`config.mk`:
```
export PLATFORM = sky130hd
export DESIGN_NAME = interrupt_sequencer
export DESIGN_NICKNAME = d
export VERILOG_FILES = /design/src/rtl/interrupt_sequencer.sv
export SDC_FILE = /design/constraint.sdc
export NUM_CORES = 1
export LEC_CHECK = 0
export ABC_AREA = 1
export BUFFER_PORTS_ARGS = -buffer_cell sky130_fd_sc_hd__buf_2
export CAP_MARGIN = 40
export CELL_PAD_IN_SITES_DETAIL_PLACEMENT = 1
export CELL_PAD_IN_SITES_GLOBAL_PLACEMENT = 1
export CORE_MARGIN = 5
export CORE_UTILIZATION = 24
export DETAILED_ROUTE_END_ITERATION = 8
export PLACE_DENSITY_LB_ADDON = 0.1
export SLEW_MARGIN = 20
export SYNTH_ARGS = -nofsm -noshare
export SYNTH_HDL_FRONTEND = slang
export SYNTH_SLANG_ARGS = --single-unit
export TNS_END_PERCENT = 50
```
`constraint.sdc`:
```
create_clock -name clk -period 1.1 [get_ports clk]
set_input_delay 0.055 -clock clk [delete_from_list [all_inputs] [get_ports clk]]
set_output_delay 0.055 -clock clk [all_outputs]
set_load 0.03 [all_outputs]
```
`src/rtl/interrupt_sequencer.sv`:
```
// Interrupt entry sequencer: NMI edge/IRQ level qualification, priority, hijack, and the
// seven-cycle RESET/NMI/IRQ/BRK push-and-vector sequence driving the address/data buses.
module interrupt_sequencer #(
  parameter int unsigned SYNC_STAGES = 2,
  parameter logic [15:0] NMI_VEC     = 16'hFFFA,
  parameter logic [15:0] RST_VEC     = 16'hFFFC,
  parameter logic [15:0] IRQ_VEC     = 16'hFFFE
) (
  input  logic        clk,
  input  logic        reset,
  input  logic        cpu_ce,
  input  logic        nmi_n,
  input  logic        irq_n,
  input  logic        instr_boundary,
  input  logic        brk_start,
  input  logic [7:0]  p_in,
  input  logic [15:0] pc,
  input  logic [7:0]  sp,
  output logic [15:0] addr,
  output logic [7:0]  data_out,
  output logic        rw,
  output logic        sp_dec,
  output logic        set_i,
  output logic        load_pcl,
  output logic        load_pch,
  output logic        busy,
  output logic        irq_taken
);

  localparam int unsigned SyncW = (SYNC_STAGES < 1) ? 1 : SYNC_STAGES;

  localparam logic [2:0] StIdle  = 3'd0;
  localparam logic [2:0] StDummy = 3'd1;
  localparam logic [2:0] StPushH = 3'd2;
  localparam logic [2:0] StPushL = 3'd3;
  localparam logic [2:0] StPushP = 3'd4;
  localparam logic [2:0] StVecL  = 3'd5;
  localparam logic [2:0] StVecH  = 3'd6;

  localparam logic [1:0] KindRst = 2'd0;
  localparam logic [1:0] KindNmi = 2'd1;
  localparam logic [1:0] KindIrq = 2'd2;
  localparam logic [1:0] KindBrk = 2'd3;

  logic [SyncW-1:0] nmi_sync_q, irq_sync_q;
  logic             nmi_sync, irq_sync;
  logic [2:0]       state_q, state_d;
  logic [1:0]       kind_q, kind_d;
  logic [15:0]      vec_sel_q, vec_sel_d;
  logic             nmi_prev_q, nmi_prev_d;
  logic             nmi_pending_q, nmi_pending_d;
  logic             irq_req;
  logic             is_push;
  logic             unused_p;

  assign unused_p = ^p_in[5:4];

  // Synchronizers run on every clk, independent of the cycle enable.
  always_ff @(posedge clk or negedge reset) begin
    if (!reset) begin
      nmi_sync_q <= '1;
      irq_sync_q <= '1;
    end else begin
      nmi_sync_q[0] <= nmi_n;
      irq_sync_q[0] <= irq_n;
      for (int unsigned i = 1; i < SyncW; i++) begin
        nmi_sync_q[i] <= nmi_sync_q[i-1];
        irq_sync_q[i] <= irq_sync_q[i-1];
      end
    end
  end

  assign nmi_sync = nmi_sync_q[SyncW-1];
  assign irq_sync = irq_sync_q[SyncW-1];
  assign irq_req  = ~irq_sync & ~p_in[2];

  always_comb begin
    state_d       = state_q;
    kind_d        = kind_q;
    vec_sel_d     = vec_sel_q;
    nmi_prev_d    = nmi_prev_q;
    nmi_pending_d = nmi_pending_q;
    if (cpu_ce) begin
      nmi_prev_d = nmi_sync;
      case (state_q)
        StIdle: begin
          if (instr_boundary && nmi_pending_q) begin
            state_d = StDummy;
            kind_d  = KindNmi;
          end else if (instr_boundary && irq_req) begin
            state_d = StDummy;
            kind_d  = KindIrq;
          end else if (brk_start) begin
            state_d = StDummy;
            kind_d  = KindBrk;
          end
        end
        StDummy: state_d = StPushH;
        StPushH: state_d = StPushL;
        StPushL: state_d = StPushP;
        StPushP: begin
          state_d = StVecL;
          // A pending NMI hijacks IRQ/BRK entry; reset is never redirected.
          if (kind_q == KindRst)                          vec_sel_d = RST_VEC;
          else if (nmi_pending_q || kind_q == KindNmi)    vec_sel_d = NMI_VEC;
          else                                            vec_sel_d = IRQ_VEC;
        end
        StVecL: begin
          state_d = StVecH;
          if (vec_sel_q == NMI_VEC) nmi_pending_d = 1'b0;
        end
        StVecH:  state_d = StIdle;
        default: state_d = StIdle;
      endcase
      // Placed after the clear so an edge in the same ce stays pending.
      if (nmi_prev_q && !nmi_sync) nmi_pending_d = 1'b1;
    end
  end

  always_ff @(posedge clk or negedge reset) begin
    if (!reset) begin
      state_q       <= StDummy;
      kind_q        <= KindRst;
      vec_sel_q     <= RST_VEC;
      nmi_prev_q    <= 1'b1;
      nmi_pending_q <= 1'b0;
    end else begin
      state_q       <= state_d;
      kind_q        <= kind_d;
      vec_sel_q     <= vec_sel_d;
      nmi_prev_q    <= nmi_prev_d;
      nmi_pending_q <= nmi_pending_d;
    end
  end

  assign is_push   = (state_q == StPushH) || (state_q == StPushL) || (state_q == StPushP);
  assign busy      = (state_q != StIdle);
  assign irq_taken = (state_q == StIdle) && instr_boundary && (nmi_pending_q || irq_req);
  assign sp_dec    = is_push;
  assign set_i     = (state_q == StVecL);
  assign load_pcl  = (state_q == StVecL);
  assign load_pch  = (state_q == StVecH);
  // Reset runs the push cycles as reads so nothing is written to the stack.
  assign rw        = is_push ? (kind_q == KindRst) : 1'b1;

  always_comb begin
    addr     = pc;
    data_out = 8'h00;
    case (state_q)
      StPushH: begin
        addr     = {8'h01, sp};
        data_out = pc[15:8];
      end
      StPushL: begin
        addr     = {8'h01, sp};
        data_out = pc[7:0];
      end
      StPushP: begin
        addr     = {8'h01, sp};
        data_out = {p_in[7:6], 1'b1, (kind_q == KindBrk), p_in[3:0]};
      end
      StVecL:  addr = vec_sel_q;
      StVecH:  addr = vec_sel_q + 16'd1;
      default: addr = pc;
    endcase
  end

endmodule

```
==> impl_metrics.csv <==
group,metric,value,unit
sta,post-route-period-util,157,%
drt,wirelength,4.35,mm
placed_design,place_inst,305,
job,drv_cap,0,
yosys,ys_ff_latch,13,
sta,slew_violations,0,
sta,setup_ws,-0.632,ns
yosys,yosys.area_share.xor_xnor,0,%
grt,grt_pass1_vias,1547,
die,die-area,5950,um2
sta,setup_viol,39,
sta,tightest_slew,0.381,ns
layout,final_core_util,50.3,%
sta,hold_violations,0,
setup_path,critPathKind,"flop to output port",
drt,route.met3.wl,253,um
layout,final_area,2190,um2
layout,n_fill_cell,547,
yosys,synth_seq_area_share,30.9,%
clock_network,clk_pin_slew_worst_paths,0.06,ns
grt,antenna_found_initial,0,
yosys,synthTopCellsByArea,"nand2_1 25%, dfstp_2 17%, dfrtp_1 14%",
drt,ant_nets,0,
sta,slew_headroom,74.6,%
placed_design,dp_hpwl,3.49,mm
sta,rsz0062_at_grt,"yes",
yosys,yosys.area_share.simple,49.2,%
yosys,synthDistinctLibCells,22,
grt,grt_max_degree,14,
pwr,vdd_drop_max,1130,uV
drt,top_layer,"met4",
sta,fin_worst_skew,0.00527,ns
setup_path,critPathMaxFanout,7,
yosys,synth_top_family_by_area,"simple AND/OR/NAND/NOR gates",
pwr,power.leakage,1.15,nW
yosys,syn-num-nets,204,
drt,route.met2.wl,2.17,mm
drt,drcViolationCount,0,
layout,layout.cells.most_common,"nand2_1",
die,core,4350,um2
yosys,yosysWarnings,0,
placed_design,dp_slack,-0.460,ns
clock_network,cts_max_level,1,
yosys,synth_compound_area_share,8.33,%
drt,first_pass_iters,4,
clock_network,cts_buffers,3,
clock_network,cts_root_buf,"clkbuf_8",
sta,hold_ws,0.167,ns
clock_network,cts_tree,"built",
placed_design,dpl_cell_area,1700,um2
layout,diodes,0,
yosys,post-synth-top-area-cell,"nand2_1",
layout,drive_gt1_share,66.8,%
drt,wire_per_inst,13.7,um
yosys,synth_top_cell_area_share,24.7,%
die,ios,70,
worst_hold_path,hold_path.class,"primary input to flop",
outcome,failed_checks,"setup timing",
layout,final_cell_mix,"49 x nand2_1, 36 x buf_2, 34 x buf_6, 27 x buf_4, 24 x nand2_2",
die,die_w,77.1,um
yosys,muxShareOfSynthArea,0,%
placed_design,gp_congestion,0.729,
die,start_util,24.8,%
setup_path,end_kind,"output port",
sta,fmax,577,MHz
drt,vias_per_cell,4.58,
outcome,status,"complete, but fails checks",
drt,vias,1452,
die,rows,24,
grt,grt_first_pass_wirelength,7.09,mm
clock_network,numClockSinks,13,
yosys,syn_area_per_cell,6.55,um2
layout,area_growth,103,%
drt,drt-initial-drc-count,16,
clock_network,insertion_delay,0.25,ns
layout,layout.cells.non_filler,317,
clock_network,clockBufferDepth,2,
layout,fin_nets,305,
setup_path,critPathRequiredTime,1.04,ns
setup_path,start_kind,"flop",
grt,grt-ovfl-total,0,
yosys,synth_cells,165,
grt,grt.total_usage,14.5,%
setup_path,arrival,1.68,ns
drt,wl_met1,1.85,mm
die,die_y,77.1,um
sta,fin_crit,1.73,ns
pwr,powerDensity,3310,nW/um2
yosys,synth_fa_ha_area_share,0,%
yosys,mappedNetlistArea,1080,um2
placed_design,port_buffers,67,
[worst paths after layout]
kind / from / slack (ns) / endpoint / depth (start not counted)
min reg2reg: nmi_sync_q[0] / 0.36 / nmi_sync_q[1] / 0
min: brk_start / 0.17 / state_q[0] / 5
min in group asynchronous: reset / 0.22 / kind_q[0] / 2
max reg2reg: state_q[1] / -0.38 / vec_sel_q[1] / 9
max: state_q[0] / -0.63 / addr[13] / 8
max in group asynchronous: reset / 0.59 / nmi_prev_q / 2
[registers in the layout (all words and copies together) (netlist names)]
signal,cells
nmi_pending_q,1
state_q,3
vec_sel_q,2
irq_sync_q,2
nmi_prev_q,1
kind_q,2
nmi_sync_q,2
[layout make-up]
cell class	instances	area, um2	area share (%)
clock buffers	4	45.0	2.05
multi-input cells	130	838	38.2
flip-flops and latches	13	337	15.4
repair buffers	102	841	38.4
inverters	16	66.3	3.03
well taps	52	65.1	2.97
[where the power goes]
group | internal, mW | switching (mW) | total (mW) | leakage, nW
Sequential | 0.666 | 0.176 | 0.841 | 0.141
Clock | 0.256 | 0.172 | 0.428 | 0.0228
Combinational | 2.65 | 3.34 | 5.99 | 0.987
[cell usage after synthesis (all sizes together)]
master   n
a21oi    9
nor2     7
dfrtp    6
o211ai   1
buf      5
nand4    2
dfstp    7
inv     16
o21ai    6
nand2   83
nand3   21
clkbuf   1
o21a     1
[per-layer routing]
metal | global-route usage, % | vias up
met5 | 0 | -
met2 | 25.6 | 48
met1 | 17.4 | 677
met3 | 2.46 | 5
met4 | 5.67 | 0
li1 | - | 722
[critical path, cell delays in order (launching register included)]
cell and delay (ns):
dfstp_2 0.59, nor2_4 0.05, nand2_2 0.10, nand2_4 0.09, nor2_8 0.19, clkbuf_16 0.18, nand2_2 0.05, nand2_2 0.05
buf_6 0.13
[metrics by stage]
step | setup TNS [ns] | power, mW
finish | -17.64 | 7.26
global placement | -10.06 | 5.32
detailed placement | -10.74 | 5.36
floorplan | -5.11 | 3.94
global route | -20.49 | 7.74
CTS | -17.13 | 6.83
[repair_timing]
action | 4_1_cts | 5_1_grt
buffers inserted | 2 | 2
resized for setup | 78 | 31
gates cloned | 0 | 1
endpoints found under the setup margin | 39 | 39
hold buffers | 3 | 0
pin swaps | 8 | 11
endpoints found under the hold margin | 15 | 0
[logic make-up (layout without fill, tap and decap cells)]
family                 count (synthesis)  count (layout)
and+or+nand+nor                      113             113
buffers and inverters                 22             122
DFF                                   13              13
AOI/OAI and AO/OA                     17              17
No activity file was read; power rests on OpenSTA's default activity.
